<file path="config.mk">
export PLATFORM = sky130hd
export DESIGN_NAME = fifo_rd_packer
export DESIGN_NICKNAME = d
export VERILOG_FILES = /design/src/rtl/fifo_rd_packer.sv
export SDC_FILE = /design/constraint.sdc
export NUM_CORES = 1
export LEC_CHECK = 0
export ABC_AREA = 1
export BUFFER_PORTS_ARGS = -buffer_cell sky130_fd_sc_hd__buf_4
export CAP_MARGIN = 10
export CORE_MARGIN = 4
export CORE_UTILIZATION = 50
export DETAILED_ROUTE_END_ITERATION = 16
export GPL_ROUTABILITY_DRIVEN = 0
export PLACE_DENSITY = 0.73
export SLEW_MARGIN = 0
export SYNTH_ARGS = -nofsm -noshare
export SYNTH_HDL_FRONTEND = slang
export SYNTH_SLANG_ARGS = --single-unit
export TNS_END_PERCENT = 1
</file>
<file path="constraint.sdc">
create_clock -name clkr -period 2.4 [get_ports clkr]
set_input_delay 0.12 -clock clkr [delete_from_list [all_inputs] [get_ports clkr]]
set_output_delay 0.12 -clock clkr [all_outputs]
set_load 0.02 [all_outputs]
</file>
<file path="src/rtl/fifo_rd_packer.sv">
// fifo_rd_packer
//   Read-side drain engine for an 8-bit FIFO. Issues a registered read enable
//   while the FIFO has data, captures the returned bytes, packs BYTES of them
//   little-endian into one output word and offers that word on a valid/ready
//   handshake. A flush pulse emits any partially assembled word with a keep
//   mask, so packet tails are not stranded in the assembly buffer.
//
// Parameters
//   BYTES     bytes per output word, legal range 1..4
//
// Ports
//   clkr      in   read-domain clock, rising edge
//   rrst_n    in   asynchronous active-low reset
//   flage     in   FIFO empty flag
//   flagae    in   FIFO almost-empty flag (exactly one entry left)
//   dout      in   FIFO read data, valid the cycle after re
//   re        out  FIFO read enable (registered)
//   flush     in   one-cycle request to emit a partial word
//   m_data    out  packed word, first byte in bits [7:0]
//   m_keep    out  per-byte valid mask
//   m_valid   out  word available
//   m_ready   in   downstream accept
//   rd_count  out  bytes captured since reset, wraps at 16 bits
module fifo_rd_packer #(
  parameter int BYTES = 2
) (
  input  logic               clkr,
  input  logic               rrst_n,
  input  logic               flage,
  input  logic               flagae,
  input  logic [7:0]         dout,
  output logic               re,
  input  logic               flush,
  output logic [8*BYTES-1:0] m_data,
  output logic [BYTES-1:0]   m_keep,
  output logic               m_valid,
  input  logic               m_ready,
  output logic [15:0]        rd_count
);

  localparam logic [2:0] FULL = 3'(BYTES);

  logic [BYTES-1:0][7:0] asm_q, asm_d;
  logic [2:0]            fill_q, fill_d;
  logic                  rd_pend_q;
  logic                  re_q, re_d;
  logic                  start_q;
  logic                  flush_pend_q, flush_pend_d;
  logic [8*BYTES-1:0]    m_data_q, m_data_d;
  logic [BYTES-1:0]      m_keep_q, m_keep_d;
  logic                  m_valid_q, m_valid_d;
  logic [15:0]           rd_count_q, rd_count_d;

  logic [2:0]            fill_cap;
  logic [2:0]            inflight;
  logic                  out_free;
  logic                  flush_req;
  logic                  room;
  logic [BYTES-1:0]      part_keep;

  // Keep mask for a partial word: the low fill_q lanes.
  generate
    for (genvar gi = 0; gi < BYTES; gi++) begin : g_keep
      assign part_keep[gi] = (fill_q > 3'(gi));
    end
  endgenerate

  always_comb begin
    asm_d        = asm_q;
    fill_cap     = fill_q;
    rd_count_d   = rd_count_q;
    m_data_d     = m_data_q;
    m_keep_d     = m_keep_q;
    m_valid_d    = m_valid_q & ~m_ready;
    out_free     = ~m_valid_q | m_ready;
    flush_req    = flush_pend_q | flush;
    flush_pend_d = flush_req;

    // Capture the byte returned for last cycle's read into lane fill_q.
    if (rd_pend_q) begin
      for (int i = 0; i < BYTES; i++) begin
        if (fill_q == 3'(i)) begin
          asm_d[i] = dout;
        end
      end
      fill_cap   = fill_q + 3'd1;
      rd_count_d = rd_count_q + 16'd1;
    end
    fill_d = fill_cap;

    // Lanes above fill are always zero because asm is cleared on every
    // transfer, so a partial word needs no extra masking of its data.
    if ((fill_cap == FULL) && out_free) begin
      m_data_d  = asm_d;
      m_keep_d  = '1;
      m_valid_d = 1'b1;
      fill_d    = 3'd0;
      asm_d     = '0;
    end else if (flush_req && !rd_pend_q && out_free) begin
      flush_pend_d = 1'b0;
      if (fill_q != 3'd0) begin
        m_data_d  = asm_q;
        m_keep_d  = part_keep;
        m_valid_d = 1'b1;
        fill_d    = 3'd0;
        asm_d     = '0;
      end
    end

    // Bytes that will occupy asm once the current read (re_q) lands.
    // A read beyond that is only safe when the in-flight byte completes a
    // word that is guaranteed to find the output register empty, which
    // keeps one byte per cycle in steady state without ever overrunning asm.
    inflight = fill_d + {2'b00, re_q};
    room     = (inflight < FULL) ||
               ((inflight == FULL) && re_q && !m_valid_d);

    // No back-to-back read on the last FIFO entry; start_q holds off the
    // first read for one cycle after reset release.
    re_d = start_q && !flage && !flush_pend_d && room && !(flagae && re_q);
  end

  always_ff @(posedge clkr or negedge rrst_n) begin
    if (!rrst_n) begin
      asm_q        <= '0;
      fill_q       <= 3'd0;
      rd_pend_q    <= 1'b0;
      re_q         <= 1'b0;
      start_q      <= 1'b0;
      flush_pend_q <= 1'b0;
      m_data_q     <= '0;
      m_keep_q     <= '0;
      m_valid_q    <= 1'b0;
      rd_count_q   <= 16'd0;
    end else begin
      asm_q        <= asm_d;
      fill_q       <= fill_d;
      rd_pend_q    <= re_q;
      re_q         <= re_d;
      start_q      <= 1'b1;
      flush_pend_q <= flush_pend_d;
      m_data_q     <= m_data_d;
      m_keep_q     <= m_keep_d;
      m_valid_q    <= m_valid_d;
      rd_count_q   <= rd_count_d;
    end
  end

  assign re       = re_q;
  assign m_data   = m_data_q;
  assign m_keep   = m_keep_q;
  assign m_valid  = m_valid_q;
  assign rd_count = rd_count_q;

endmodule

</file>
# After elaboration in Yosys (flattened, before gate mapping)
# Cells that the tools add are included.
# Widths: inputs -> output; s select.
# totals
reg_bits	58
latch_bits	0
ram_bits	0
romBits	0
input_bits	14
output_inout_bits	36
wordCells	67
mem_count	0
# op_classes
addsub	3
multipliers	0
div	0
n_lt_le_gt_ge	3
eq_ne	3
shift	0
n_mux	21
bitwise	5
n_reduce_logical	21
# op_table
operator	n
$mux 16	7
$add 16x1->16 const B	1
$mux 8	2
$mux 3	4
$logic_and 1x1->1	10
$eq 3x2->1 const B	2
$gt 3x1->1 const B	2
$mux 2	3
$logic_not 1->1	5
$mux 1	5
$reduce_bool 2->1	2
$add 3x1->3	1
$add 3x1->3 const B	1
$eq 3x1->1 const B	1
$logic_not 3->1	1
$lt 3x2->1 const B	1
$reduce_bool 3->1	1
$not 1->1	2
$or 1x1->1	2
$reduce_and 2->1	1
$and 1x1->1	1
$logic_or 1x1->1	1

# Logic depth before layout (Yosys ltp)
# logic_depth
ltp_word	12
mapped_depth	15

# Least setup slack after synthesis
# OpenSTA, ideal clock, no wires.
# synth_path
path_kind	flip-flop to flip-flop
startpoint	reg fill_q[0]
endpoint	reg re_q (netlist: re)
arrival_ns	1.866
required_time_ns	2.286
setup_slack_ns	0.419
stages_incl_launch_ff	16
synth_period_minus_slack_ns	1.981
cell_sequence	dfrtp_1 > inv_1 > ha_1 > nand2_1 > inv_1 > nor2_4 > buf_2 > nor2_1 > ha_1 > ha_1 > inv_1 > nand3_1 > nand2_1 > nor2_1 > nand2_1 > nor2_1
# synth_between
elab_chain_len	12
# synth_rtl
element	line	text
from (decl)	44	logic [2:0] fill_q, fill_d;
from (signal assigned)	137	fill_q <= fill_d;
$add 3x1->3	86	fill_cap = fill_q + 3'd1;
$mux 3	80	if (rd_pend_q) begin
$eq 3x2->1 / $mux 3 (equally long branches)	93, 101	
$logic_and 1x1->1 / $mux 3 (equally long branches)	93, 99	
$mux 3 *	93	if ((fill_cap == FULL) && out_free) begin
net fill_d[0]	44	
$add 3x1->3 *	114	inflight = fill_d + {2'b00, re_q};
branches (longest 3 deep; another with $lt 3x2->1)	-	
$logic_or 1x1->1 *	115	room = (inflight < FULL) ||
$logic_and 1x1->1 * (2 in series)	120	re_d = start_q && !flage && !flush_pend_d && room && !(flagae && re_q);
net re_d	46	logic re_q, re_d;
to (signal assigned)	139	re_q <= re_d;
to (decl)	46	
# Mark *: on every way through the listed nets, which the timed path passes.
# A chain may end at the register's enable or synchronous reset.

# Worst setup path after layout
# layout_path
startpoint	reg fill_q[1]
endpoint	reg re_q (netlist: re)
# The elaborated chain is that of the path after synthesis.

==> metrics.yaml <==
drc: 0
coreArea_um2: 5470
final_cell_mix: "62 x nand2_1, 58 x dfrtp_1, 57 x nand3_1"
post_cts_buffers: 0
clk_latency_ns: 0.34
max_slew.worst_pin.slew_ns: 0.724
hold_end: "flush_pend_q$_DFF_PN0_"
row_count: 27
grt-ovfl-total: 0
place_hpwl_um: 4100
final_common_cell: "nand2_1"
nFillCells: 515
fmax_mhz: 510
drv_slew: 0
tns_ns: 0
p_switching_mw: 1.50
num_antenna_cells: 0
port_buffers: 49
grt_util_all_layers_pct: 19.5
cts.sinks: 58
comb_power_share_pct: 39.7
via_per_inst: 4.96
post_cts_resized: 0
yosysTopAreaCellShare_pct: 51.6
pwr-share-clk_pct: 22.0
drt_pass1_iterations: 4
seq_power_share_pct: 38.3
dieArea_um2: 6880
min_delay_path_depth: 5
hold_ws_ns: 0.110
cts_buffer_depth: 2
reg2regPathDepth: 14
yosysTopAreaCell: "dfrtp_1"
finClkSkew_ns: 0.00998
syn_inst: 332
area_growth_pct: 21.6
min-delay-start: "flush"
drive_gt1_share_pct: 20.9
outcome: "completed"
swShare_pct: 41.2
synthFlopType: "dfrtp_1"
maxCapViolations: 0
rsz0062_at_grt: "no"
min_period_ns: 1.96
ant_nets: 0
grt_max_degree: 59
synth_top_family_by_area: "simple AND/OR/NAND/NOR gates"
grt_pass1_wl_um: 10900
r2r-start: "fill_q[1]$_DFF_PN0_"
cp-end-kind: "flip-flop"
synth_compound_area_share_pct: 4.14
period_share_pct: 81.8
nets: 408
r2r-end: "re$_DFF_PN0_"
drtIter0Drc: 179
syn_area_per_cell_um2: 8.46
holdBufCountCts: 1
htree_num_levels: 3
ir_worst_vdd_mv: 0.672
synthArstFlopShare_pct: 100
route.detailed.wl_per_inst_um: 13.2
setup_ws_ns: 0.438
final_core_util_pct: 62.4
drt-total-wl_um: 6120
max_slew_margin_pct: 51.7
critical_path_class: "reg -> reg"
synth_area_leaders: "dfrtp_1 52%, nand3_1 10%, nand2_1 8.3%"
numCtsBuffers: 9
ys_seq_elements: 58
p_int_mw: 2.14
io-pin-count: 50
cts_root_buf: "clkbuf_8"
syn_nets: 352
num_vias: 2301
multi_input_area_um2: 1090
cp_max_fo: 4
finalHoldViolations: 0
seq_area_frac_synth_pct: 51.6
clkTransAtPathRegs_ns: 0.06
floorplan.die.width_um: 83.0
start_kind: "flip-flop"
synth_cell_types: 29
fin_cells: 464
cp.arrival_ns: 2.22
synth_edf_count: 0
pre_cts_ws_ns: 0.477
synth_xor_area_share_pct: 4.67
antenna_found_initial: 0
cts_tree: "yes"
initial_core_util_pct: 51.3
seq_area_um2: 1450
hp-class: "in -> reg"
p_per_area_nw_per_um2: 1060
dpl.cell_count: 448
syn-cell-area_um2: 2810
yosys.area_share.simple_pct: 27.2
yosys.area_share.adder_pct: 2.67
grt_pass1_vias: 2353
r2r_slack_ns: 0.44
p_leak_nw: 1.80
cp_data_required_time_ns: 2.66
die_h_um: 83.0
muxShareOfSynthArea_pct: 0
setup_viol: 0
synth_warnings: 0
## cell families after synthesis
kind of cell | after synthesis
AND/OR/NAND/NOR | 167
buffers and inverters | 63
flip-flops | 58
AO/OA/AOI/OAI | 22
XOR/XNOR | 15
adder cells (fa/ha/maj) | 6
other | 1
## final cells by class
cell class              count  share of cell area [%]
flip-flops and latches     58                    42.5
multi-input cells         211                    31.9
repair buffers             55                    12.2
inverters                  53                    5.82
clock buffers              13                    4.65
well taps                  72                    2.64
clock inverters             2                   0.366
## flip-flops by register name, summed over array words and instances (netlist names)
signal	cells
m_keep	2
rd_pend_q	1
rd_count	16
flush_pend_q	1
start_q	1
re	1
m_valid	1
asm_q	16
fill_q	3
m_data	16
## metrics by stage
stage	total power, mW	area (µm²)
finish	3.64	3420
floorplan	2.39	2810
global route	3.92	3420
CTS	3.66	3420
global placement	2.81	3240
detailed placement	2.84	3240
## layer usage
metal | global-route usage (%) | vias to the layer above | share of wire [%]
met1 | 25.4 | 1077 | 47
met4 | 9.96 | 0 | 2.3
met2 | 30.2 | 64 | 45
met5 | 0 | - | 0
li1 | - | 1150 | -
met3 | 4.96 | 10 | 6.0
## cell usage after synthesis, types with 2 or more instances
cell and n:
nand4_1 3, buf_2 5, a21oi_1 3, o21ai_0 17, nand2_2 4, xor2_1 10
or2_2 2, nand3_1 57, ha_1 6, xnor2_1 5, inv_1 49, dfrtp_1 58
inv_2 3, nand2_1 62, buf_6 3, nor2_1 32
## worst max path at each step
| stage | to | slack, ns | cells after the start | from |
|---|---|---|---|---|
| after CTS | re$_DFF_PN0_ | 0.43 | 15 | fill_q[0]$_DFF_PN0_ |
| after detailed placement | re$_DFF_PN0_ | 0.48 | 15 | fill_q[0]$_DFF_PN0_ |
| final | re$_DFF_PN0_ | 0.44 | 14 | fill_q[1]$_DFF_PN0_ |
| after global placement | re$_DFF_PN0_ | 0.57 | 12 | rd_pend_q$_DFF_PN0_ |
| after global routing | re$_DFF_PN0_ | 0.20 | 15 | fill_q[0]$_DFF_PN0_ |
| after floorplan | re$_DFF_PN0_ | 0.42 | 15 | fill_q[0]$_DFF_PN0_ |
## power groups by stage
stage | clock network (mW) | logic [mW] | registers [mW]
after floorplan | 0 | 0.883 | 1.51
after global placement | 0 | 1.41 | 1.40
after detailed placement | 0 | 1.44 | 1.41
after CTS | 0.818 | 1.45 | 1.39
after global routing | 0.875 | 1.62 | 1.43
final | 0.800 | 1.45 | 1.39
## worst max-delay path, stage by stage (launching register included)
cell and delay (ns):
dfrtp_1 0.39, inv_1 0.15, ha_1 0.27, nand2_2 0.07, o21ai_2 0.07, nand3_2 0.11
nand2_4 0.05, nor2_1 0.14, ha_1 0.16, inv_1 0.05, nand3_1 0.08, nand2_1 0.05
nor2_1 0.11, nand2_1 0.08, nor2_1 0.11
Note: power is estimated with default switching activity, not from simulation.
